## src/rtl/alu_8bit.sv

```systemverilog
// -----------------------------------------------------------------------------
// alu_8bit
//   Execute-stage ALU: eight arithmetic/logic/shift operations on two 8-bit
//   operands, selected by a 3-bit opcode. The combinational result and flags
//   are captured on the rising clock edge, so every operation has a fixed
//   one-cycle latency. A new operation may be issued every cycle.
//
// Ports
//   clk_i    in   1  system clock, rising-edge active
//   rst_ni   in   1  asynchronous, active-low reset
//   a_i      in   8  operand A
//   b_i      in   8  operand B (ignored by NOT, SHL, SHR)
//   op_i     in   3  operation select
//   alu_o    out  8  registered result
//   carry_o  out  1  registered carry / borrow / shift-out flag
//   zero_o   out  1  registered flag, 1 when alu_o == 8'h00
//
// Reset values: alu_o = 8'h00, carry_o = 1'b0, zero_o = 1'b1 (consistent with
// a zero result).
// -----------------------------------------------------------------------------
module alu_8bit (
  input  logic       clk_i,
  input  logic       rst_ni,
  input  logic [7:0] a_i,
  input  logic [7:0] b_i,
  input  logic [2:0] op_i,
  output logic [7:0] alu_o,
  output logic       carry_o,
  output logic       zero_o
);

  localparam logic [2:0] OP_ADD = 3'b000;
  localparam logic [2:0] OP_SUB = 3'b001;
  localparam logic [2:0] OP_AND = 3'b010;
  localparam logic [2:0] OP_OR  = 3'b011;
  localparam logic [2:0] OP_XOR = 3'b100;
  localparam logic [2:0] OP_NOT = 3'b101;
  localparam logic [2:0] OP_SHL = 3'b110;
  localparam logic [2:0] OP_SHR = 3'b111;

  // Zero-detect helper shared by the flag path.
  function automatic logic is_zero(input logic [7:0] value);
    is_zero = (value == 8'h00);
  endfunction

  logic [8:0] wide_s;    // 9-bit working value: {carry, result}
  logic [7:0] res_s;
  logic       carry_s;
  logic       zero_s;

  logic [7:0] alu_r;
  logic       carry_r;
  logic       zero_r;

  // Combinational operation select producing next result and carry.
  always_comb begin
    wide_s = 9'h000;
    case (op_i)
      OP_ADD: wide_s = {1'b0, a_i} + {1'b0, b_i};
      // Zero-extended subtraction: bit 8 is set exactly when a_i < b_i.
      OP_SUB: wide_s = {1'b0, a_i} - {1'b0, b_i};
      OP_AND: wide_s = {1'b0, a_i & b_i};
      OP_OR:  wide_s = {1'b0, a_i | b_i};
      OP_XOR: wide_s = {1'b0, a_i ^ b_i};
      OP_NOT: wide_s = {1'b0, ~a_i};
      // Shift-out bit lands in bit 8 so carry extraction is uniform.
      OP_SHL: wide_s = {a_i[7], a_i[6:0], 1'b0};
      OP_SHR: wide_s = {a_i[0], 1'b0, a_i[7:1]};
      default: wide_s = 9'h000;
    endcase
  end

  assign res_s   = wide_s[7:0];
  assign carry_s = wide_s[8];
  assign zero_s  = is_zero(wide_s[7:0]);

  // Output registers with asynchronous active-low clear.
  always_ff @(posedge clk_i or negedge rst_ni) begin
    if (!rst_ni) begin
      alu_r   <= 8'h00;
      carry_r <= 1'b0;
      zero_r  <= 1'b1;
    end else begin
      alu_r   <= res_s;
      carry_r <= carry_s;
      zero_r  <= zero_s;
    end
  end

  assign alu_o   = alu_r;
  assign carry_o = carry_r;
  assign zero_o  = zero_r;

endmodule

```

## config.mk

```make
export PLATFORM = sky130hd
export DESIGN_NAME = alu_8bit
export DESIGN_NICKNAME = d
export VERILOG_FILES = /design/src/rtl/alu_8bit.sv
export SDC_FILE = /design/constraint.sdc
export NUM_CORES = 1
export LEC_CHECK = 0
export CORE_ASPECT_RATIO = 0.5
export CORE_MARGIN = 5
export CORE_UTILIZATION = 55
export DETAILED_ROUTE_END_ITERATION = 8
export DONT_BUFFER_PORTS = 1
export MAX_ROUTING_LAYER = met4
export PLACE_DENSITY = 0.7
export SETUP_SLACK_MARGIN = 0.2
export SLEW_MARGIN = 20
export SYNTH_ARGS = -nofsm -noshare
export SYNTH_HDL_FRONTEND = slang
export SYNTH_SLANG_ARGS = --single-unit
```

## constraint.sdc

```tcl
create_clock -name clk_i -period 0.8 [get_ports clk_i]
set_input_delay 0.08 -clock clk_i [delete_from_list [all_inputs] [get_ports clk_i]]
set_output_delay 0.08 -clock clk_i [all_outputs]
set_load 0.02 [all_outputs]
```

## Yosys cells after proc, flatten, opt, wreduce, memory -nomap -nowiden

Cells that the tools add are included.
W data, S select, Z words.

- Add/sub/neg operators: 2
- Multiply operators: 0
- Div/mod/pow operators: 0
- $lt $le $gt $ge: 0
- Equality and inequality tests: 7
- Shifts and indexed selects: 0
- Multiplexer cells: 1
- Bitwise operators: 4
- Reductions and logical operators: 2

Operators by type and width:

| cell | number |
|---|---|
| $pmux W9 S8 | 1 |
| $eq A3 B3 Y1 const B | 4 |
| $add A8 B8 Y9 | 1 |
| $sub A8 B8 Y9 | 1 |
| $and A8 B8 Y8 | 1 |
| $logic_not A8 Y1 | 1 |
| $not A8 Y8 | 1 |
| $or A8 B8 Y8 | 1 |
| $xor A8 B8 Y8 | 1 |
| $eq A3 B2 Y1 const B | 2 |
| $eq A3 B1 Y1 const B | 1 |
| $logic_not A3 Y1 | 1 |

- Register bits after elaboration: 10
- Bits in latches: 0
- RAM bits: 0
- Memory bits (read-only): 0
- Input bits: 21
- Output and inout port bits: 10
- Logic and storage cells: 19
- Memories kept: 0

## Longest topological paths before layout

- Word-level depth: 3
- Gate-level depth with buffers: 14
- Mapped depth without buffers: 13

## Least setup slack after synthesis

Ideal clock, no wire load.

- Path type: input-to-reg
- Start: input op_i[2]
- End: register zero_r (netlist: zero_o)
- Setup time: 90 ps
- Data arrival time: 2965 ps
- Data required time: 710 ps
- Setup slack: -2255 ps
- Stages: 13
- Path buffers: 3
- Path through: buf_2 -> buf_4 -> nor2_2 -> and2_1 -> clkbuf_1 -> mux2_2 -> fa_1 -> nor2b_1 -> o22ai_1 -> xnor2_1 -> o221a_4 -> or4_4 -> nor4_2

- Word-level cells in the longest chain between the ends: 3
- Elaborated cells between the ends (all ways): 10
- Classes of those cells: 7 x eq/ne; 1 x mux; 2 x reduce/logical

Ends and longest elaborated chain:

| what | RTL line | text |
|---|---|---|
| start: declaration | 26 | `input logic [2:0] op_i,` |
| $eq A3 B3 Y1, or another cell as far along | 58 | `case (op_i)` |
| $pmux W9 S8 * | 58 |  |
| net wide_s[4] | 46 | `logic [8:0] wide_s;` |
| $logic_not A8 Y1 * | 43 | `is_zero = (value == 8'h00);` |
| net zero_s | 49 | `logic zero_s;` |
| end signal: assignment | 86 | `zero_r <= zero_s;` |
| end: declaration | 53 | `logic zero_r;` |

The timed path passes the listed nets; every way through them passes the cells marked *.

## Final worst setup path

Ends and elaborated chain as after synthesis.

==> impl_metrics.toml <==
[routing]
wl_mm = 5.028
first_iter_violations = 147
ant_nets = 0
vias = 1647
vias_per_cell = 6.123
route.detailed.drc = 0
dr.pass1.iters = 4
wire_per_inst_um = 18.69

[finish]
finish.utilization_pct = 83.04
fin_nets = 280
final_common_cell = "buf_4"
nFillCells = 154
antenna_cells = 0
area.growth.synth_to_final_pct = 38.91
fin_cells = 269
final_layout_size_suffix_gt1_share_pct = 43.53
mostFrequentLayoutCells = "buf_4, ha_1, inv_1"
fin_area_mm2 = 0.002242

[global_route]
grt_pass1_wl_mm = 7.638
grtUsageMet3_pct = 8.432
antenna_found_initial = 0
grt_most_used_layer = "met2"
grtUsageMet2_pct = 37.44
use_met1_pct = 27.63
grt_pass1_vias = 1612
grt_overflow = 0
grt_max_degree = 36
grt_usage_pct = 23.01

[synthesis]
synth_compound_area_share_pct = 22.87
syn_nets = 242
yosys.cell_types.count = 55
synth-adder-area-share_pct = 20.62
syn-cell-area_mm2 = 0.001614
synth_ff_type = "dfrtp_1"
synthXorXnorAreaFrac_pct = 5.426
avgSynthCellArea_um2 = 8.277
ys_seq_area_share_pct = 15.58
synth_edf_count = 0
synth-simple-area-share_pct = 19.30
synth_top_family_by_area = "compound AO/OA/AOI/OAI gates"
synthCells = 195
synth_seq_cells = 10
yosysWarnings = 0
synthMuxAreaShare_pct = 7.984
async_flop_share_pct = 100.0

[placement]
placed_cells = 256
dp_slack_ns = -1.667
place_area_mm2 = 0.001893
gp_congestion = 0.8226
io_buffers = 0
dp_hpwl_mm = 3.347

[critical_path]
cp_cell_sequence = "nor2_4 -> and2_4 -> mux2_4 -> fa_2 -> nor2b_4 -> o22ai_2 -> xnor2_1 -> o221a_4 -> or4_4 -> nor4_2"
worstPathRequired_ns = 0.94
max_stage_delay_ns = 0.54
crit_path_end_kind = "flop"
start_kind = "input pin"
cp.buffers_inverters = 0
arrival_ns = 2.39
path_class = "in2reg"
crit_fanout = 29
crit_family = "simple AND/OR/NAND/NOR gates"
crit_slowest_cell = "or4_4"

[timing]
layout_setup_ws_ns = -1.454
drv_slew = 0
setup_viol = 11
post-route-period-util_pct = 281.8
fmax_ghz = 0.4436
rsz0062_at_grt = "yes"
worst_slew_pin_slew_ns = 0.4951
hold_ws_ns = -0.1300
period_minus_slack_ns = 2.254
hold_viol = 9
relSlewSlack_pct = 66.99

[floorplan]
die-height_um = 48.31
std_cell_rows = 13
fp.coreArea_mm2 = 0.002700
die_area_mm2 = 0.004184
start_util_pct = 59.78
pin_count = 31
die_x_um = 86.61

[status]
violations = "negative hold slack, negative setup slack"
status = "finished with violations"

[clock_tree]
clock_sinks = 10
hold_buffers = 1
cts_buffers = 3
cts_max_path_buffers = 2
cts_root_buffer = "clkbuf_8"
cts_tree = "done"
htree_levels = 1
clkSlewWorstSetupHoldPaths_ns = 0.05

[worst_hold_path]
hold_class = "in2async"

[power_and_ir_drop]
total_power_mw = 2.855
power.leakage_nw = 1.016
peakVddDrop_mv = 1.315
power_density_mw_per_mm2 = 1273

[job]
maxCapViolations = 0
==> cells by family (layout without fill, tap and decap cells) <==
| logic type | count (synthesis) | in the layout |
|---|---|---|
| xor gates and xnor gates | 10 | 10 |
| buffers and inverters | 31 | 68 |
| and+or+nand+nor | 56 | 56 |
| adders and majority gates | 26 | 26 |
| DFF | 10 | 10 |
| muxes | 10 | 10 |
| AOI/OAI and AO/OA | 52 | 52 |
==> cell usage after synthesis (all sizes together), types with 2 or more instances <==
cell | instances | area share [%]
xnor2 | 9 | 4.9
a2111oi | 2 | 2.2
nand2b | 8 | 3.6
a21oi | 13 | 4.0
nor2 | 18 | 4.3
mux2i | 5 | 3.1
a211oi | 2 | 0.93
or2 | 3 | 1.2
inv | 21 | 4.9
a31oi | 3 | 1.2
o21ai | 14 | 4.3
mux4 | 2 | 2.8
buf | 6 | 2.4
dfrtp | 9 | 14
nand3b | 2 | 0.93
o221a | 2 | 1.9
nand3 | 2 | 0.62
nand2 | 9 | 2.1
clkbuf | 4 | 0.93
nor2b | 2 | 0.78
a311oi | 2 | 1.1
o211ai | 2 | 0.93
or3 | 2 | 0.78
nor3 | 2 | 0.62
mux2 | 3 | 2.1
and2 | 2 | 0.93
ha | 25 | 19
a21o | 2 | 0.93
a21boi | 2 | 0.93
==> metal layers <==
layer / part of all wire, % / wire length (um)
met5: 0 / 0
met1: 43 / 2142
met4: 0.54 / 27
met2: 48 / 2398
met3: 9.1 / 459
==> per-stage QoR <==
stage               hold slack (ns)  TNS (ns)
global placement            -0.2154    -11.60
detailed placement          -0.2154    -12.03
global route               -0.08461    -10.60
CTS                         0.01677    -9.632
floorplan                   -0.2156    -12.93
finish                      -0.1300    -9.962
==> where the power goes <==
group          internal, mW  switching (mW)  leakage [nW]
sequential            0.590           0.116         0.107
combinational         0.818           0.695         0.881
clock                 0.433           0.203        0.0288
total                  1.84            1.01          1.02
==> cell type report <==
type,instances,area (um^2),area share (%)
Sequential cell,10,262.8,11.72
Inverter,21,81.33,3.627
Multi-Input combinational cell,154,1443,64.34
Tap cell,37,46.29,2.065
Timing Repair Buffer,43,354.1,15.79
Clock buffer,4,55.05,2.455
==> state kept, by name (all words and copies together) (netlist names) <==
register,flops
carry_o,1
alu_o,8
zero_o,1
==> path summary, 6_finish.rpt <==
kind | startpoint | endpoint | slack, ns | cells past startpoint
setup / recovery | op_i[2] | zero_o$_DFF_PN1_ | -1.45 | 10
hold / removal | rst_ni | alu_o[2]$_DFF_PN0_ | -0.13 | 1
max in group asynchronous | rst_ni | alu_o[5]$_DFF_PN0_ | 0.57 | 1
min in group clk_i | op_i[1] | carry_o$_DFF_PN0_ | 0.03 | 2
==> timing repair <==
| action | in CTS | in global routing |
|---|---|---|
| gates resized for setup | 17 | 43 |
| pin swaps | 8 | 18 |
| endpoints found under the hold margin | 10 | 9 |
| setup buffers | 5 | 3 |
| endpoints found under the setup margin | 20 | 30 |
No activity file was read; power rests on OpenSTA's default activity.
